==> src/rtl/rv_dbus_axil.sv <==
// rv_dbus_axil -- data-side bridge from the rv32 core data port to AXI4-Lite.
//
// Core accesses whose address decodes into the external window
// ((d_adr & EXT_MASK) == EXT_BASE) become one AXI4-Lite transaction each,
// stalling the core with d_rdy low until the response arrives. Every other
// access completes at once with d_dr = 0, so the core's OR of d_dr with its
// internal read data (mtime/mtimecmp) is unaffected. Bus errors and
// transaction timeouts are recorded in a sticky error register.
//
// Ports:
//   clk, xreset          clock, asynchronous active-low reset
//   d_adr/d_re/d_we/d_dw core request (d_we nonzero = write, byte lanes)
//   d_dr, d_rdy          read data / ready (stall when low) to the core
//   m_aw*/m_w*/m_b*      AXI4-Lite write address, data, response channels
//   m_ar*/m_r*           AXI4-Lite read address, data channels
//   err_clr              clears err and err_adr
//   err, err_adr         sticky error flag, address of first failing access
module rv_dbus_axil #(
  parameter logic [31:0] EXT_BASE = 32'h8000_0000,
  parameter logic [31:0] EXT_MASK = 32'hF000_0000,
  parameter int unsigned TIMEOUT  = 1024
) (
  input  logic        clk,
  input  logic        xreset,
  input  logic [31:0] d_adr,
  input  logic        d_re,
  input  logic [3:0]  d_we,
  input  logic [31:0] d_dw,
  output logic [31:0] d_dr,
  output logic        d_rdy,
  output logic [31:0] m_awaddr,
  output logic        m_awvalid,
  input  logic        m_awready,
  output logic [31:0] m_wdata,
  output logic [3:0]  m_wstrb,
  output logic        m_wvalid,
  input  logic        m_wready,
  input  logic [1:0]  m_bresp,
  input  logic        m_bvalid,
  output logic        m_bready,
  output logic [31:0] m_araddr,
  output logic        m_arvalid,
  input  logic        m_arready,
  input  logic [31:0] m_rdata,
  input  logic [1:0]  m_rresp,
  input  logic        m_rvalid,
  output logic        m_rready,
  input  logic        err_clr,
  output logic        err,
  output logic [31:0] err_adr
);

  localparam int unsigned   CW       = (TIMEOUT > 2) ? $clog2(TIMEOUT) : 1;
  localparam logic [CW-1:0] CNT_LAST = CW'(TIMEOUT - 1);
  localparam logic [31:0]   TO_DATA  = 32'hDEAD_BEEF;

  typedef enum logic [2:0] {
    S_IDLE,
    S_WADDR,
    S_WRESP,
    S_RADDR,
    S_RDATA,
    S_DONE
  } state_t;

  state_t        state_q, state_d;
  logic [31:0]   adr_q, adr_d;
  logic [31:0]   wdata_q, wdata_d;
  logic [3:0]    wstrb_q, wstrb_d;
  logic          aw_done_q, aw_done_d;
  logic          w_done_q, w_done_d;
  logic [CW-1:0] cnt_q, cnt_d;
  logic [31:0]   dr_q, dr_d;
  logic          err_q, err_d;
  logic [31:0]   err_adr_q, err_adr_d;

  logic busy;
  logic timeout;
  logic accept;
  logic in_win;
  logic err_ev;
  logic aw_now;
  logic w_now;

  // Ready/data to the core depend only on state, never on the slave.
  assign d_rdy = (state_q == S_IDLE) || (state_q == S_DONE);
  assign d_dr  = (state_q == S_DONE) ? dr_q : '0;

  assign busy    = (state_q == S_WADDR) || (state_q == S_WRESP) ||
                   (state_q == S_RADDR) || (state_q == S_RDATA);
  // In the final counted cycle every valid/ready is withheld, so no handshake
  // can race with the abort.
  assign timeout = busy && (cnt_q == CNT_LAST);

  assign accept = d_rdy && (d_re || (d_we != 4'b0000));
  assign in_win = (d_adr & EXT_MASK) == EXT_BASE;

  assign m_awaddr  = adr_q;
  assign m_araddr  = adr_q;
  assign m_wdata   = wdata_q;
  assign m_wstrb   = wstrb_q;
  assign m_awvalid = (state_q == S_WADDR) && !aw_done_q && !timeout;
  assign m_wvalid  = (state_q == S_WADDR) && !w_done_q  && !timeout;
  assign m_bready  = (state_q == S_WRESP) && !timeout;
  assign m_arvalid = (state_q == S_RADDR) && !timeout;
  assign m_rready  = (state_q == S_RDATA) && !timeout;

  assign err     = err_q;
  assign err_adr = err_adr_q;

  assign aw_now = aw_done_q || (m_awvalid && m_awready);
  assign w_now  = w_done_q  || (m_wvalid  && m_wready);

  always_comb begin
    state_d   = state_q;
    adr_d     = adr_q;
    wdata_d   = wdata_q;
    wstrb_d   = wstrb_q;
    aw_done_d = aw_done_q;
    w_done_d  = w_done_q;
    cnt_d     = cnt_q;
    dr_d      = dr_q;
    err_d     = err_q;
    err_adr_d = err_adr_q;
    err_ev    = 1'b0;

    if (busy) begin
      cnt_d = cnt_q + CW'(1);
    end

    case (state_q)
      S_IDLE, S_DONE: begin
        state_d = S_IDLE;
        if (accept && in_win) begin
          adr_d     = d_adr;
          wdata_d   = d_dw;
          wstrb_d   = d_we;
          aw_done_d = 1'b0;
          w_done_d  = 1'b0;
          cnt_d     = '0;
          // A write wins when both d_re and d_we are presented.
          state_d   = (d_we != 4'b0000) ? S_WADDR : S_RADDR;
        end
      end
      S_WADDR: begin
        if (timeout) begin
          state_d = S_DONE;
          dr_d    = '0;
          err_ev  = 1'b1;
        end else begin
          aw_done_d = aw_now;
          w_done_d  = w_now;
          if (aw_now && w_now) begin
            state_d = S_WRESP;
          end
        end
      end
      S_WRESP: begin
        if (timeout) begin
          state_d = S_DONE;
          dr_d    = '0;
          err_ev  = 1'b1;
        end else if (m_bvalid) begin
          state_d = S_DONE;
          dr_d    = '0;
          err_ev  = (m_bresp != 2'b00);
        end
      end
      S_RADDR: begin
        if (timeout) begin
          state_d = S_DONE;
          dr_d    = TO_DATA;
          err_ev  = 1'b1;
        end else if (m_arready) begin
          state_d = S_RDATA;
        end
      end
      S_RDATA: begin
        if (timeout) begin
          state_d = S_DONE;
          dr_d    = TO_DATA;
          err_ev  = 1'b1;
        end else if (m_rvalid) begin
          state_d = S_DONE;
          dr_d    = m_rdata;
          err_ev  = (m_rresp != 2'b00);
        end
      end
      default: begin
        state_d = S_IDLE;
      end
    endcase

    // A new error takes precedence over a simultaneous clear; the address
    // of an earlier, still-flagged error is kept.
    if (err_ev) begin
      err_d = 1'b1;
      if (!err_q) begin
        err_adr_d = adr_q;
      end
    end else if (err_clr) begin
      err_d     = 1'b0;
      err_adr_d = '0;
    end
  end

  always_ff @(posedge clk or negedge xreset) begin
    if (!xreset) begin
      state_q   <= S_IDLE;
      adr_q     <= '0;
      wdata_q   <= '0;
      wstrb_q   <= '0;
      aw_done_q <= 1'b0;
      w_done_q  <= 1'b0;
      cnt_q     <= '0;
      dr_q      <= '0;
      err_q     <= 1'b0;
      err_adr_q <= '0;
    end else begin
      state_q   <= state_d;
      adr_q     <= adr_d;
      wdata_q   <= wdata_d;
      wstrb_q   <= wstrb_d;
      aw_done_q <= aw_done_d;
      w_done_q  <= w_done_d;
      cnt_q     <= cnt_d;
      dr_q      <= dr_d;
      err_q     <= err_d;
      err_adr_q <= err_adr_d;
    end
  end

endmodule

==> config.mk <==
export PLATFORM = sky130hd
export DESIGN_NAME = rv_dbus_axil
export DESIGN_NICKNAME = d
export VERILOG_FILES = /design/src/rtl/rv_dbus_axil.sv
export SDC_FILE = /design/constraint.sdc
export NUM_CORES = 1
export LEC_CHECK = 0
export ABC_AREA = 0
export CORE_MARGIN = 5
export CORE_UTILIZATION = 45
export DETAILED_ROUTE_END_ITERATION = 16
export HOLD_SLACK_MARGIN = 0.02
export PLACE_DENSITY = 0.95
export SYNTH_ARGS = -nofsm -noshare
export SYNTH_HDL_FRONTEND = slang
export SYNTH_SLANG_ARGS = --single-unit
==> constraint.sdc <==
create_clock -name clk -period 5.3 [get_ports clk]
set_input_delay 1.06 -clock clk [delete_from_list [all_inputs] [get_ports clk]]
set_output_delay 1.06 -clock clk [all_outputs]
set_load 0.03 [all_outputs]
==> run metrics <==
status finished clean; Reg clk slew, reported paths 0.06 ns; Reg2Reg Launch Point state_q[1]$_DFFE_PN0P_; TritonCTS buffer count 17; DRT iter0 DRCs 226; Slew Limit Fails 0; Tightest Pin Transition around 0.99 ns; Area after DPL 0.00922 mm2; I/O pins 284; CP delay by family, top simple AND/OR/NAND/NOR gates; peak supply drop between 400 and 500 uV; CTS root buffer clkbuf_16; Critical Path End Type output port; core area between 0.01 and 0.015 mm2; pre-CTS WS 1.51 ns; Max stage delay on crit path 0.69 ns; dominant cells by area after synthesis dfrtp_1, mux2_2, a22o_1; Clock Path Buffers 2; Mapped Area ~0.0065 mm2; Sinks on Clock Net 148; Leak 4.25 nW; DRC viols 0; vias in the first global route 5277; Crit path required time 4.24 ns; hold-critical path depth 1; vias after detailed routing 4893; power share of the clock group 19.0%; total grt overflow 0; RSZ-0062 raised after global routing false; area delta synth->final 49.5%; initial cell density of the core 45.5%; final setup margin 1.55 ns; R2R Setup Slk 2.61 ns; WL final 17800 um; critical path type reg -> out; CP Max Fanout 12; net switching power 0.00239 W; final setup skew 0.00878 ns; Worst slew margin about 33%; logic gate share of total power 47.7%; clock period minus worst slack 3.75 ns; dominant synthesized flop cell dfrtp_1; Post-CTS Hold Fix Bufs 0; buffers and inverters on the worst path 1; Min-Delay Path Class reg -> reg; Int Pwr around 0.0035 W; Tcrit/Tclk final 70.8%; critical path arrival 2.69 ns; worst r2r dst err_adr[11]$_DFFE_PN0P_; post-CTS setup buffers 0; DRT antenna net count 0; layout cells sized above 1 14.5%; Post-synth top cells dfrtp_1, mux2_2, a22o_1; startpoint types flop; GR Util All Layers 20.9%; largest net degree at the start of global routing 81; crit-path cells or3_1, nand3_1, o21ai_0, nor2_1, clkdlybuf4s50_1; global-route wire length before repair approximately 28000 um; chip height 131 um; power share of the sequential group 33.2%; final net count 879; setup_tns 0 ns; Post-synth ARST share 100%; cell with the most instances after synthesis dfrtp_1; GP Congestion 0.823; Synthesized Nets roughly 630; syn avg cell area approximately 13 um2; DR WL/cell 18.5 um; Fillers 1014; Vias/cell 5.09; CP max stage cell clkdlybuf4s50_1; Post-CTS Resized 0; Placement Rows 44; Switching Share just over 40%; Syn. warnings 0; fmax ~270 MHz; Yosys reg bits 148; antenna cells 0; Cell Pwr Density 604 mW/mm2; fin area 0.00978 mm2; hold wc startpoint err_adr[29]$_DFFE_PN0P_; H-tree depth 4; Final setup viols 0; PnR Total Power 0.00591 W; I/O Buffers around 280; dpl hpwl 12900 um; top cell type's share of synthesized area 56.6%; Synth area leader dfrtp_1; register area share after synthesis 56.6%; Synth cell types 44; post-layout util 68.0%; Worst R2R Path Depth 5; maxcap violations 0; Min-Delay Endpoint err_adr[29]$_DFFE_PN0P_; TritonCTS clock tree yes; clk_lat worst skew 0.41 ns; die area 0.0170 mm2; post-synthesis cell count 520; number of synthesized flops with an enable pin 0; die width 131 um; Fin. Hold Viols 0; First-pass DRT Iterations 4; initial antenna violation count 0
-- per-stage QoR --
stage,instances,hold slack [ns]
global route,962,0.510
finish,962,0.496
detailed placement,930,0.477
floorplan,520,0.458
global placement,930,0.475
CTS,962,0.497
-- cells in the final DEF (no fill, tap or decap), types with 7 or more instances in the layout --
master           instances
mux2_2                  66
a22o_1                  41
clkdlybuf4s50_1        282
mux2i_1                 25
clkbuf_16               17
nor2_1                  14
o21ai_0                 33
nor2b_1                  7
inv_1                   26
nand2_1                  7
and2_1                  33
dfrtp_1                148
-- per-layer routing --
metal	wire length, um	GRT usage, %	share of wire (%)	up-vias
li1	-	-	-	2272
met1	7000	25.3	39	2386
met2	8770	34.8	49	211
met3	1660	7.52	9.3	24
met4	337	7.08	1.9	0
met5	0	0	0	-
-- area by class of cell --
class | count | area [um2] | area share [%]
well taps | 184 | 230 | 2.35
clock inverters | 13 | 109 | 1.11
repair buffers | 288 | 2870 | 29.4
flip-flops and latches | 148 | 3700 | 37.9
clock buffers | 19 | 453 | 4.63
multi-input cells | 284 | 2310 | 23.6
inverters | 26 | 97.6 | 0.998
-- flip-flops by register name, summed over array words and instances (netlist names) --
signal,count
aw_done_q,1
cnt_q,10
dr_q,32
err,1
err_adr,32
m_araddr,32
m_wdata,32
m_wstrb,4
state_q,3
w_done_q,1
-- kinds of logic (layout without fill, tap and decap cells) --
| group | Yosys count | after routing | synth area share [%] |
|---|---|---|---|
| xor gates and xnor gates | 5 | 5 | 0.670 |
| buffers and inverters | 88 | 346 | 8.11 |
| DFF | 148 | 148 | 56.6 |
| adders and majority gates | 1 | 1 | 0.191 |
| muxes | 92 | 92 | 15.5 |
| AOI/OAI and AO/OA | 93 | 93 | 10.7 |
| and+or+nand+nor | 93 | 93 | 8.19 |
-- how the worst max path moves through the flow --
stage,startpoint,slack (ns),end,cells past startpoint
floorplan,state_q[1]$_DFFE_PN0P_,2.50,m_bready,4
global placement,d_adr[29],1.56,m_araddr[16]$_DFFE_PN0P_,5
detailed placement,d_adr[29],1.51,m_araddr[8]$_DFFE_PN0P_,5
CTS,state_q[1]$_DFFE_PN0P_,1.51,d_dr[31],3
global route,state_q[0]$_DFFE_PN0P_,1.33,m_awvalid,5
finish,state_q[1]$_DFFE_PN0P_,1.55,m_wvalid,5
-- power by group through the flow --
stage | Combinational, W | Sequential [W] | Clock (W)
after global placement | 0.00278 | 0.00194 | 0
after CTS | 0.00285 | 0.00196 | 0.00115
after global routing | 0.00299 | 0.00204 | 0.00120
after floorplan | 0.00121 | 0.00250 | 0
final | 0.00282 | 0.00196 | 0.00113
after detailed placement | 0.00284 | 0.00197 | 0
Power figures use the tool's default switching activity.
